## src/rtl/enviar_datos_pkg.sv

```systemverilog
// -----------------------------------------------------------------------------
// enviar_datos_pkg
// Shared definitions for the enviar_datos_n serial transmitter:
//   - state_t and the FSM state encodings (legacy-compatible localparams)
//   - default parameter values
//   - width helpers for the baud counter and the bit counter
// Optional feature macro: ENVIAR_DATOS_PARITY_EN (adds the PARITY state).
// -----------------------------------------------------------------------------
package enviar_datos_pkg;

   typedef logic [2:0] state_t;

   localparam state_t ST_IDLE   = 3'd0;
   localparam state_t ST_START  = 3'd1;
   localparam state_t ST_DATA   = 3'd2;
`ifdef ENVIAR_DATOS_PARITY_EN
   localparam state_t ST_PARITY = 3'd3;
`endif
   localparam state_t ST_STOP   = 3'd4;

   localparam int DEF_DATA_W     = 8;
   localparam int DEF_CLK_DIV    = 5208;
   localparam int DEF_STOP_BITS  = 1;
   localparam int DEF_FIFO_DEPTH = 4;

   // Baud counter runs 0..clk_div-1.
   function automatic int baud_w(input int clk_div);
      return $clog2(clk_div);
   endfunction

   // Bit counter must be able to hold data_w.
   function automatic int bit_w(input int data_w);
      return $clog2(data_w + 1);
   endfunction

endpackage

```

## src/rtl/enviar_datos_fifo.sv

```systemverilog
// -----------------------------------------------------------------------------
// enviar_datos_fifo
// Transmit buffer: power-of-two circular FIFO with a separate occupancy count
// so full and empty are unambiguous. Head word is visible on dout whenever
// the FIFO is non-empty (show-ahead).
// Ports:
//   clk, rst        clock, asynchronous active-low reset
//   push, din       write strobe and data; a push while full is dropped unless
//                   a pop happens on the same edge
//   pop, dout       read strobe and head data
//   lleno, vacio    full / empty flags
//   count           number of stored words (0..FIFO_DEPTH)
// -----------------------------------------------------------------------------
module enviar_datos_fifo #(
   parameter int DATA_W     = 8,
   parameter int FIFO_DEPTH = 4
)(
   input  logic                          clk,
   input  logic                          rst,
   input  logic                          push,
   input  logic                          pop,
   input  logic [DATA_W-1:0]             din,
   output logic [DATA_W-1:0]             dout,
   output logic                          lleno,
   output logic                          vacio,
   output logic [$clog2(FIFO_DEPTH):0]   count
);

   localparam int PTR_W = $clog2(FIFO_DEPTH);
   localparam int CNT_W = PTR_W + 1;

   logic [DATA_W-1:0] mem [FIFO_DEPTH];
   logic [PTR_W-1:0]  wr_ptr;
   logic [PTR_W-1:0]  rd_ptr;
   logic              wr_en;
   logic              rd_en;

   assign lleno = (count == CNT_W'(FIFO_DEPTH));
   assign vacio = (count == '0);

   // A pop on the same edge frees the slot, so a full FIFO still accepts it.
   assign wr_en = push && (!lleno || pop);
   assign rd_en = pop && !vacio;

   assign dout = mem[rd_ptr];

   // NOTE: storage has no reset; the count register alone decides which
   // entries are valid, and leaving the array unreset lets it map to RAM.
   always_ff @(posedge clk) begin
      if (wr_en) mem[wr_ptr] <= din;
   end

   // NOTE: sequential state uses non-blocking assignments so every flop
   // samples pre-edge values regardless of statement order.
   always_ff @(posedge clk or negedge rst) begin
      if (!rst) begin
         wr_ptr <= '0;
         rd_ptr <= '0;
         count  <= '0;
      end else begin
         // Depth is a power of two, so the pointers wrap by overflow.
         if (wr_en) wr_ptr <= wr_ptr + 1'b1;
         if (rd_en) rd_ptr <= rd_ptr + 1'b1;
         case ({wr_en, rd_en})
            2'b10:   count <= count + 1'b1;
            2'b01:   count <= count - 1'b1;
            default: count <= count;
         endcase
      end
   end

endmodule

```

## src/rtl/enviar_datos_n.sv

```systemverilog
// -----------------------------------------------------------------------------
// enviar_datos_n
// Buffered asynchronous serial transmitter: start bit (0), DATA_W payload bits
// LSB first, optional even parity bit, STOP_BITS stop bits (1). Frames queued
// in the FIFO go out back-to-back with no idle gap.
// Optional feature macro: ENVIAR_DATOS_PARITY_EN (even parity bit between
// DATA and STOP; absent from the default build).
// Ports:
//   clk      clock, rising edge
//   rst      asynchronous active-low reset
//   start    one-cycle write strobe for datos
//   datos    payload, DATA_W bits
//   tx       serial line, idle high
//   comm_in  one-cycle pulse when a frame's last stop bit ends
//   bussy_e  high while a frame is in flight or the FIFO holds data
//   lleno    FIFO full
// -----------------------------------------------------------------------------
module enviar_datos_n
   import enviar_datos_pkg::*;
#(
   parameter int DATA_W     = DEF_DATA_W,
   parameter int CLK_DIV    = DEF_CLK_DIV,
   parameter int STOP_BITS  = DEF_STOP_BITS,
   parameter int FIFO_DEPTH = DEF_FIFO_DEPTH
)(
   input  logic              clk,
   input  logic              rst,
   input  logic              start,
   input  logic [DATA_W-1:0] datos,
   output logic              tx,
   output logic              comm_in,
   output logic              bussy_e,
   output logic              lleno
);

   localparam int BAUD_W = baud_w(CLK_DIV);
   localparam int BIT_W  = bit_w(DATA_W);
   localparam int CNT_W  = $clog2(FIFO_DEPTH) + 1;

   state_t              state;
   logic [BAUD_W-1:0]   baud_cnt;
   logic [BIT_W-1:0]    bit_cnt;
   logic [DATA_W-1:0]   shreg;

   logic [DATA_W-1:0]   fifo_dout;
   logic                fifo_vacio;
   logic [CNT_W-1:0]    fifo_count;
   logic                pop;

   logic                baud_last;
   logic                data_last;
   logic                stop_last;

`ifdef ENVIAR_DATOS_PARITY_EN
   logic                par_bit;
`endif

   enviar_datos_fifo #(
      .DATA_W     (DATA_W),
      .FIFO_DEPTH (FIFO_DEPTH)
   ) u_fifo (
      .clk   (clk),
      .rst   (rst),
      .push  (start),
      .pop   (pop),
      .din   (datos),
      .dout  (fifo_dout),
      .lleno (lleno),
      .vacio (fifo_vacio),
      .count (fifo_count)
   );

   assign baud_last = (baud_cnt == BAUD_W'(CLK_DIV - 1));
   assign data_last = (bit_cnt  == BIT_W'(DATA_W - 1));
   assign stop_last = (bit_cnt  == BIT_W'(STOP_BITS - 1));

   // Pop from IDLE, or at the very end of STOP so the next start bit follows
   // the last stop bit with no idle cycle.
   assign pop = !fifo_vacio &&
                ((state == ST_IDLE) ||
                 ((state == ST_STOP) && baud_last && stop_last));

   assign bussy_e = (state != ST_IDLE) || (fifo_count != '0);

   // Line is decoded from registers only; reset forces state to IDLE, which
   // returns the line high immediately without waiting for a clock.
   // NOTE: tx gets a default before the case so no path leaves it unassigned
   // (otherwise a latch would be inferred).
   always_comb begin
      tx = 1'b1;
      case (state)
         ST_START:  tx = 1'b0;
         ST_DATA:   tx = shreg[0];
`ifdef ENVIAR_DATOS_PARITY_EN
         ST_PARITY: tx = par_bit;
`endif
         default:   tx = 1'b1;
      endcase
   end

   always_ff @(posedge clk or negedge rst) begin
      if (!rst) begin
         state    <= ST_IDLE;
         baud_cnt <= '0;
         bit_cnt  <= '0;
         shreg    <= '0;
         comm_in  <= 1'b0;
`ifdef ENVIAR_DATOS_PARITY_EN
         par_bit  <= 1'b0;
`endif
      end else begin
         comm_in <= 1'b0;

         case (state)
            ST_IDLE: begin
               if (!fifo_vacio) begin
                  state    <= ST_START;
                  baud_cnt <= '0;
               end
            end

            ST_START: begin
               if (baud_last) begin
                  baud_cnt <= '0;
                  bit_cnt  <= '0;
                  state    <= ST_DATA;
               end else begin
                  baud_cnt <= baud_cnt + 1'b1;
               end
            end

            ST_DATA: begin
               if (baud_last) begin
                  baud_cnt <= '0;
                  shreg    <= {1'b0, shreg[DATA_W-1:1]};
                  if (data_last) begin
                     bit_cnt <= '0;
`ifdef ENVIAR_DATOS_PARITY_EN
                     state   <= ST_PARITY;
`else
                     state   <= ST_STOP;
`endif
                  end else begin
                     bit_cnt <= bit_cnt + 1'b1;
                  end
               end else begin
                  baud_cnt <= baud_cnt + 1'b1;
               end
            end

`ifdef ENVIAR_DATOS_PARITY_EN
            ST_PARITY: begin
               if (baud_last) begin
                  baud_cnt <= '0;
                  state    <= ST_STOP;
               end else begin
                  baud_cnt <= baud_cnt + 1'b1;
               end
            end
`endif

            ST_STOP: begin
               if (baud_last) begin
                  baud_cnt <= '0;
                  if (stop_last) begin
                     bit_cnt <= '0;
                     comm_in <= 1'b1;
                     state   <= fifo_vacio ? ST_IDLE : ST_START;
                  end else begin
                     bit_cnt <= bit_cnt + 1'b1;
                  end
               end else begin
                  baud_cnt <= baud_cnt + 1'b1;
               end
            end

            default: state <= ST_IDLE;
         endcase

         // Load the next payload on the same edge the FIFO head is consumed.
         if (pop) begin
            shreg   <= fifo_dout;
`ifdef ENVIAR_DATOS_PARITY_EN
            par_bit <= ^fifo_dout;
`endif
         end
      end
   end

endmodule

```

## config.mk

```make
export PLATFORM = sky130hd
export DESIGN_NAME = enviar_datos_n
export DESIGN_NICKNAME = d
export VERILOG_FILES = /design/src/rtl/enviar_datos_pkg.sv /design/src/rtl/enviar_datos_fifo.sv /design/src/rtl/enviar_datos_n.sv
export SDC_FILE = /design/constraint.sdc
export NUM_CORES = 1
export LEC_CHECK = 0
export CAP_MARGIN = 0
export CELL_PAD_IN_SITES_DETAIL_PLACEMENT = 1
export CELL_PAD_IN_SITES_GLOBAL_PLACEMENT = 1
export CORE_MARGIN = 4
export CORE_UTILIZATION = 30
export CTS_CLUSTER_SIZE = 40
export DETAILED_ROUTE_END_ITERATION = 6
export PLACE_DENSITY = 0.62
export SYNTH_ARGS = -nofsm -noshare
export SYNTH_HDL_FRONTEND = slang
export SYNTH_SLANG_ARGS = --single-unit
```

## constraint.sdc

```tcl
create_clock -name clk -period 3.1 [get_ports clk]
set_input_delay 0.62 -clock clk [delete_from_list [all_inputs] [get_ports clk]]
set_output_delay 0.62 -clock clk [all_outputs]
set_load 0.02 [all_outputs]
```

* Word-level counts from Yosys, hierarchy flattened
Memories as Yosys holds them, arrays and structs flattened.
Cells that the tools add are included.
** Operators by class
- $mul :: 0
- Shift-type cells :: 0
- Bitwise gates (word level) :: 0
- Reduce and logical (&&, ||, !) cells :: 25
- Magnitude comparators :: 0
- Equality and inequality tests :: 14
- Add/subtract/negate cells :: 6
- Div/mod/pow operators :: 0
- Multiplexer cells :: 27
** Operators with widths (number)
- $mux W13 :: 2
- $pmux W13 S2 :: 1
- $mux W8 :: 3
- $mux W4 :: 5
- $mux W3 :: 6
- $add A13 B1 Y13 const B :: 1
- $eq A13 B13 Y1 const B :: 1
- $ne A2 B2 Y1 const B :: 6
- $pmux W3 S4 :: 1
- $pmux W4 S3 :: 1
- $reduce_bool A3 Y1 :: 3
- $reduce_bool A2 Y1 :: 4
- $eq A3 B3 Y1 const B :: 2
- $logic_not A3 Y1 :: 2
- $mux W1 :: 6
- $pmux W3 S2 :: 1
- $reduce_and A6 Y1 :: 1
- $logic_and A1 B1 Y1 :: 5
- $add A2 B1 Y2 const B :: 2
- $add A4 B1 Y4 const B :: 1
- $eq A4 B3 Y1 const B :: 1
- $logic_not A4 Y1 :: 1
- $reduce_and A2 Y1 :: 2
- $reduce_and A4 Y1 :: 1
- 10 further kinds :: 13
** Word-level totals
- Bits in writable memories :: 32
- Output and inout port bits :: 4
- Bits in latches :: 0
- Memories :: 1
- Bits of input ports :: 11
- Bits in registers :: 36
- ROM bits :: 0
** Memory list
- u_fifo.mem :: words 4, width 8, read ports 1, clocked after Yosys merged registers in 0, wr ports 1, RTL line enviar_datos_fifo.sv:32 : logic [DATA_W-1:0] mem [FIFO_DEPTH];

* Depth between registers and ports, before layout
Gate-level depths: netlist of the first run.
- Depth in word-level cells :: 9
- Depth in mapped cells :: 13
- Depth with buffers taken out :: 12

* Cells and area by module
From an unflattened synthesis of the first run, not the netlist that was laid out.
** Second synthesis, totals
- Cell total of the unflattened synthesis :: 267
- Area, all modules :: 3425.8 µm²
** By module, submodules not included
- enviar_datos_n :: cells each 187, instances 1, area each 1838.0 µm²
- enviar_datos_fifo :: cells each 80, instances 1, area each 1587.8 µm²

* Least setup slack after synthesis of the first run
OpenSTA, ideal clock, no wires.
- Path kind :: register to register
- Start :: register bit_cnt[1]
- End :: register u_fifo.count[2]
- Stages on the path, launching flop included :: 14
- Setup slack :: 0.367 ns
- Library setup time :: 0.079 ns
- Arrival time :: 2.653 ns
- Path through :: dfrtp_1 inv_1 ha_1 or3b_2 nor4_2 a21oi_2 buf_2 inv_1 ha_1 inv_1 fa_1 xor2_1 nor2_1 xor2_1
** On the way
- Elaborated cells on any way between the ends :: 11
- Those cells by class :: eq/ne: 2; mux: 1; reduce/logical: 8
** RTL lines
- start, declared :: RTL line enviar_datos_n.sv:42 : logic [BIT_W-1:0] bit_cnt;
- start signal, assigned :: RTL line enviar_datos_n.sv:144 : bit_cnt <= bit_cnt + 1'b1;
- start signal, assigned :: RTL line enviar_datos_n.sv:170 : bit_cnt <= bit_cnt + 1'b1;
- $logic_not A4 Y1 * :: RTL line enviar_datos_n.sv:75 : assign stop_last = (bit_cnt == BIT_W'(STOP_BITS - 1));
- $logic_and A1 B1 Y1 * :: RTL line enviar_datos_n.sv:81 : ((state == ST_STOP) && baud_last && stop_last));
- $logic_or A1 B1 Y1 * :: RTL line enviar_datos_n.sv:80 : ((state == ST_IDLE) ||
- $logic_and A1 B1 Y1 * :: RTL line enviar_datos_n.sv:79 : assign pop = !fifo_vacio &&
- $logic_and A1 B1 Y1 * :: RTL line enviar_datos_fifo.sv:43 : assign rd_en = pop && !vacio;
- named net u_fifo.rd_en :: RTL line enviar_datos_fifo.sv:36 : logic rd_en;
- $eq A2 B1 Y1 or $eq A2 B2 Y1 (tied branches) :: RTL line enviar_datos_fifo.sv:64 : case ({wr_en, rd_en})
- $pmux W3 S2 or $reduce_bool A2 Y1 (tied branches)
- end signal, assigned :: RTL line enviar_datos_fifo.sv:65 : 2'b10: count <= count + 1'b1;
- end signal, assigned :: RTL line enviar_datos_fifo.sv:66 : 2'b01: count <= count - 1'b1;
- end signal, assigned :: RTL line enviar_datos_fifo.sv:67 : default: count <= count;
- end, declared :: RTL line enviar_datos_fifo.sv:26 : output logic [$clog2(FIFO_DEPTH):0] count
The timed path passes the listed nets; every way through them passes the cells marked *.
A chain may end at the register's enable or synchronous reset.

* Worst setup path after layout of the first run
- Start :: register bit_cnt[1]
- End :: register u_fifo.count[2]
** On the way
- Longest elaborated chain between the ends :: 8
- Elaborated cells on any way between the ends :: 11
- Those cells by class :: eq/ne: 2; mux: 1; reduce/logical: 8
** Ends and longest elaborated chain
- $logic_not A4 Y1 * :: RTL line enviar_datos_n.sv:75
- $logic_and A1 B1 Y1 * :: RTL line enviar_datos_n.sv:81
- $logic_or A1 B1 Y1 * :: RTL line enviar_datos_n.sv:80
- $logic_and A1 B1 Y1 * :: RTL line enviar_datos_n.sv:79
- $logic_or A1 B1 Y1 :: RTL line enviar_datos_fifo.sv:42 : assign wr_en = push && (!lleno || pop);
- $logic_and A1 B1 Y1 :: RTL line enviar_datos_fifo.sv:42
- $eq A2 B1 Y1 or $eq A2 B2 Y1 (tied branches) :: RTL line enviar_datos_fifo.sv:64
- $pmux W3 S2 or $reduce_bool A2 Y1 (tied branches)
Every way passes the cells marked *; elsewhere a longest branch is shown, timed or not.

==> results of run 1 <==
-- logic make-up (layout without fill, tap and decap cells) --
logic type / Yosys count / after routing / share of synthesized area
AO/OA/AOI/OAI: 54 / 54 / 0.109
XOR/XNOR: 8 / 8 / 0.0215
adder cells (fa/ha/maj): 10 / 10 / 0.0400
buffers and inverters: 24 / 49 / 0.0312
flip-flops: 68 / 68 / 0.573
multiplexers: 14 / 14 / 0.0754
AND/OR/NAND/NOR: 86 / 86 / 0.150
-- report_power, final --
group	leakage (nW)	internal, mW	switching, mW
Clock	0.0958	0.375	0.373
Combinational	0.576	0.133	0.166
Sequential	0.746	1.07	0.0484
-- through the flow --
step | total power, mW | cell area, sq um | util
6_report | 2.17 | 3750 | 0.358
5_1_grt | 2.29 | 3750 | 0.358
4_1_cts | 2.21 | 3750 | 0.358
3_5_place_dp | 1.46 | 3550 | 0.339
3_3_place_gp | 1.43 | 3550 | 0.339
2_1_floorplan | 1.33 | 3250 | -
-- synth_stat cells (all sizes together) --
master	count	area [sq um]
nor3b	3	22.5
xor2	4	35.0
and4b	1	10.0
o21bai	1	7.51
or3b	1	8.76
clkbuf	2	7.51
nand2	16	60.1
nor4b	1	23.8
o41ai	2	17.5
fa	1	20.0
dfrtp	36	901
nor2	18	67.6
buf	8	41.3
or2	4	25.0
nor2b	5	31.3
o21ai	15	75.1
a32oi	1	8.76
nor4	3	25.0
a21o	1	7.51
inv	14	52.6
or3	7	48.8
nand3	8	45.0
nand3b	2	15.0
maj3	1	10.0
and4bb	1	12.5
nor3	7	35.0
edfxtp	32	961
and2	5	31.3
a22o	2	17.5
a221o	3	30.0
or2b	1	7.51
a221oi	1	8.76
mux4	8	180
xnor2	4	35.0
o31ai	2	15.0
nand2b	2	12.5
a31oi	11	83.8
o32ai	1	8.76
and3	1	7.51
mux2	1	15.0
a21oi	14	73.8
ha	8	100
mux2i	5	50.1
-- sequential cells by signal, summed over array words and instances, names as in the netlist --
signal	flops
u_fifo.count	3
shreg	8
comm_in	1
u_fifo.wr_ptr	2
baud_cnt	13
bit_cnt	4
u_fifo.mem	32
u_fifo.rd_ptr	2
state	3
-- metal layers --
| metal | global-route usage | up-vias | part of all wire |
|---|---|---|---|
| met1 | 0.139 | 1023 | 0.47 |
| li1 | - | 1017 | - |
| met5 | 0 | - | 0 |
| met4 | 0.0296 | 0 | 0.014 |
| met2 | 0.181 | 26 | 0.49 |
| met3 | 0.0377 | 8 | 0.033 |
-- layout make-up --
class | instances | share of cell area
clock buffers | 9 | 0.0331
clock inverters | 7 | 0.0204
inverters | 14 | 0.0140
multi-input cells | 172 | 0.344
flip-flops and latches | 68 | 0.497
well taps | 136 | 0.0454
repair buffers | 19 | 0.0461
-- critical path: cells and delay by family, from the launching register on --
family	cells	cell delay, ns
buffers and inverters	3	0.24
AO/OA/AOI/OAI	1	0.27
adder cells (fa/ha/maj)	3	0.53
AND/OR/NAND/NOR	3	0.99
flip-flops	1	0.41
XOR/XNOR	2	0.32
-- path summary, 6_finish.rpt --
kind,endpoint,slack [ns]
min in group clk,u_fifo.count[2],0.49
max reg2reg,u_fifo.count[2],0.22
min reg2reg,u_fifo.count[2],0.49
min,baud_cnt[12],0.37
max,u_fifo.count[2],0.22
max in group asynchronous,shreg[6],2.19
==> run metrics, run 1 <==
status=completed; insertion delay to the later sink of the worst-skew pair=roughly 0.35 ns; initial core utilization=0.311; # rows=37; layout cells sized above 1=0.152; Slew Limit Fails=0; crit-path cells=inv_1, ha_1, or3b_2, or3_4, a31oi_4, inv_1, ha_1, inv_1, fa_1, xor2_1, nor2_1, xor2_1; Remaining DRCs=0; vias in the first global route=between 2000 and 2500; H-tree depth=3; Post-Syn Instances=264; Non-Filler Instances=425; DR WL/cell=around 15 microns; Reg clk slew, reported paths=0.08 ns; final hold vios=0; via count=just over 2000; Crit. Startpoint=bit_cnt[1]; Layout Skew=0.0125 ns; #FFs+latches synth=68; Pleak=approximately 1.4 nW; GP Congestion=0.745; Worst Hold Class=input pin to async pin; Post-DP HPWL=roughly 4500 microns; crit path max fanout=7; largest net degree at the start of global routing=37; die area=0.0126 sq mm; power per cell area=579 mW/mm^2; CTS tree=yes; Crit. End Element=flip-flop; Mapped Nets=284; Mean Syn Cell Area=12.3 sq um; area occupied by multi-input gates=0.00129 sq mm; R2R depth=12; gr usage total=0.110; WHS=0.375 ns; TNS Setup=0 ns; Fillers=~1200; Routed Antenna Nets=0; minimum clock period=2.88 ns; initial antenna violation count=0; Worst-Margin Slew=roughly 0.84 ns; endpoints failing setup=0; # Post-CTS Setup Buffers=0; Die Height=112 microns; gr ovfl total=0; pre-CTS setup slack=0.171 ns; Core Box Area=0.0105 sq mm; die width=112 microns; cts bufs inserted=9; commonest cells after routing, fill and taps aside=dfrtp_1, edfxtp_1, nor2_1; Seq/Total Area, Yosys=0.573; CP Class=flip-flop to flip-flop; unrepaired setup endpoints after global routing=false; max cap viols=0; Synth cell types=51; Hold-fix buffers, CTS=0; post-CTS sizing=0; fmax=347 MHz; P&R area growth vs syn=15.2%; r2r startpoint=bit_cnt[1]; Yosys Warn Count=0; router iterations before antenna repair=4; slowest cell delay on critical path=0.50 ns; commonest non-fill, non-tap cell in the layout=dfrtp_1; Final Cycle Share=0.930; CTS Buffer Depth=2; Crit path required time=3.33 ns; CP max stage cell=or3b_2; WL final=6490 microns; first-pass GRT wire length=11000 microns; cell area after synthesis=0.00325 sq mm; relative slew slack=0.437; via/cell ratio=slightly below 5; io pins=15; Top cell by count, worst path=inv_1; Peak VDD IR=0.000378 V; Sequential cell area=0.00186 sq mm; Nets=304; crit path DAT=3.12 ns; Root Buffer=clkbuf_8; Worst Slack Setup Final=0.218 ns; Placed Instances=409; number of diodes=0; Iteration-0 DRC Markers=72; Num Clock Sinks=between 60 and 70; port buffer count=14; critical path startpoint category=flip-flop
(Power assumes the default switching activity.)
==> run 2, diff against run 1 <==
--- a/config.mk
+++ b/config.mk
@@ -12,7 +12,8 @@
 export CORE_UTILIZATION = 30
 export CTS_CLUSTER_SIZE = 40
 export DETAILED_ROUTE_END_ITERATION = 6
-export PLACE_DENSITY = 0.62
+export DONT_BUFFER_PORTS = 1
+export PLACE_DENSITY = 0.59
 export SYNTH_ARGS = -nofsm -noshare
 export SYNTH_HDL_FRONTEND = slang
 export SYNTH_SLANG_ARGS = --single-unit
==> run metrics, run 2 (synthesis results as in run 1) <==
Layout Skew=roughly 0.012 ns; # rows=37; P&R area growth vs syn=12.0%; via count=2047; commonest non-fill, non-tap cell in the layout=dfrtp_1; Crit. Startpoint=bit_cnt[1]; Remaining DRCs=0; Placed Area=between 0.003 and 0.004 sq mm; endpoints failing setup=0; die width=approximately 110 microns; DR WL/cell=15.7 microns; relative slew slack=0.549; GP Congestion=just over 0.7; final cell area excluding filler cells=between 0.003 and 0.004 sq mm; cts bufs inserted=9; Slew Limit Fails=0; insertion delay to the later sink of the worst-skew pair=0.35 ns; Die Height=approximately 110 microns; crit path max fanout=7; r2r startpoint=bit_cnt[1]; crit-path cells=inv_1, ha_1, or3b_2, or3_4, a31oi_4, inv_1, ha_1, inv_1, fa_1, xor2_1, nor2_1, xor2_1; first-pass GRT wire length=about 11000 microns; CP Class=flip-flop to flip-flop; critical path startpoint category=flip-flop; max cap viols=0; TNS Setup=0 ns; CTS Buffer Depth=2; crit path DAT=3.11 ns; Buf+Inv Stages, Crit Path=3; gr usage total=0.112; Placed Instances=slightly below 400; H-tree depth=3; largest net degree at the start of global routing=37; gr ovfl total=0; commonest cells after routing, fill and taps aside=dfrtp_1, edfxtp_1, nor2_1; Peak VDD IR=0.000301 V; Core Box Area=0.0105 sq mm; Top cell by count, worst path=inv_1; Pleak=roughly 1.4 nW; Top Family by Delay on Critical Path=simple AND/OR/NAND/NOR gates; Reg clk slew, reported paths=0.09 ns; io pins=15; via/cell ratio=4.96; port buffer count=0; number of diodes=0; WHS=0.103 ns; Non-Filler Instances=413; Post-DP HPWL=4310 microns; fmax=348 MHz; Num Clock Sinks=68; initial core utilization=0.311; pre-CTS setup slack=0.241 ns; Final Cycle Share=0.927; Worst Slack Setup Final=0.227 ns; initial antenna violation count=0; Largest register FFs=32; top flop regs=u_fifo.mem x32, baud_cnt x13, shreg x8; Crit. End Element=flip-flop; Largest Register=u_fifo.mem; Nets=292; # Post-CTS Setup Buffers=0; final hold vios=0; minimum clock period=2.87 ns; power per cell area=~600 mW/mm^2; die area=0.0126 sq mm; Crit path required time=3.33 ns; router iterations before antenna repair=4; Root Buffer=clkbuf_8; Iteration-0 DRC Markers=65; unrepaired setup endpoints after global routing=false; CTS tree=yes; Worst Hold Class=input pin to async pin; CP max stage cell=or3b_2; vias in the first global route=around 2200; slowest cell delay on critical path=around 0.49 ns; Power Total=2.17 mW; Routed Antenna Nets=0; layout cells sized above 1=0.162; WL final=6470 microns; Worst-Margin Slew=0.672 ns; post-layout util=0.348; status=completed
==> run 2: path summary, 6_finish.rpt <==
| path | end | slack [ns] | depth (start not counted) |
|---|---|---|---|
| max reg2reg | u_fifo.count[2] | 0.23 | 12 |
| min | shreg[7] | 0.10 | 1 |
| max | u_fifo.count[2] | 0.23 | 12 |
| min in group clk | u_fifo.mem[1][7] | 0.36 | 0 |
| max in group asynchronous | baud_cnt[8] | 2.81 | 1 |
| min reg2reg | u_fifo.count[2] | 0.49 | 1 |
==> run 2: per-layer routing <==
layer | global-route usage | up-vias | wire length, microns
met3 | 0.0426 | 9 | 277
met1 | 0.145 | 1026 | 3030
met2 | 0.176 | 22 | 3070
li1 | - | 990 | -
met4 | 0.0361 | 0 | 87
met5 | 0 | - | 0
==> run 2: power breakdown <==
part	switching [mW]	leakage, nW	internal (mW)	total (mW)
clock	0.385	0.101	0.383	0.768
combinational	0.159	0.537	0.122	0.280
sequential	0.0476	0.746	1.07	1.12
total	0.591	1.38	1.58	2.17
==> run 2: layout make-up <==
class	count	area, sq um
clock inverter	7	81.3
tap	136	170
timing repair buffer	7	65.1
inverter	14	52.6
clock buffer	9	124
fill	1156	6820
multi-input combinational	172	1290
sequential	68	1860
==> run 2: timing repair <==
item / in CTS / in global routing
endpoints found under the hold margin: 36 / 0
hold buffers: 1 / 0
gates resized for setup: 0 / 0
==> run 3, diff against run 2 <==
--- a/config.mk
+++ b/config.mk
@@ -5,6 +5,7 @@
 export SDC_FILE = /design/constraint.sdc
 export NUM_CORES = 1
 export LEC_CHECK = 0
+export ABC_CLOCK_PERIOD_IN_PS = 3100
 export CAP_MARGIN = 0
 export CELL_PAD_IN_SITES_DETAIL_PLACEMENT = 1
 export CELL_PAD_IN_SITES_GLOBAL_PLACEMENT = 1
==> results of run 3 <==
Same layout as run 2: the final DEF is identical, and so are final timing and power.
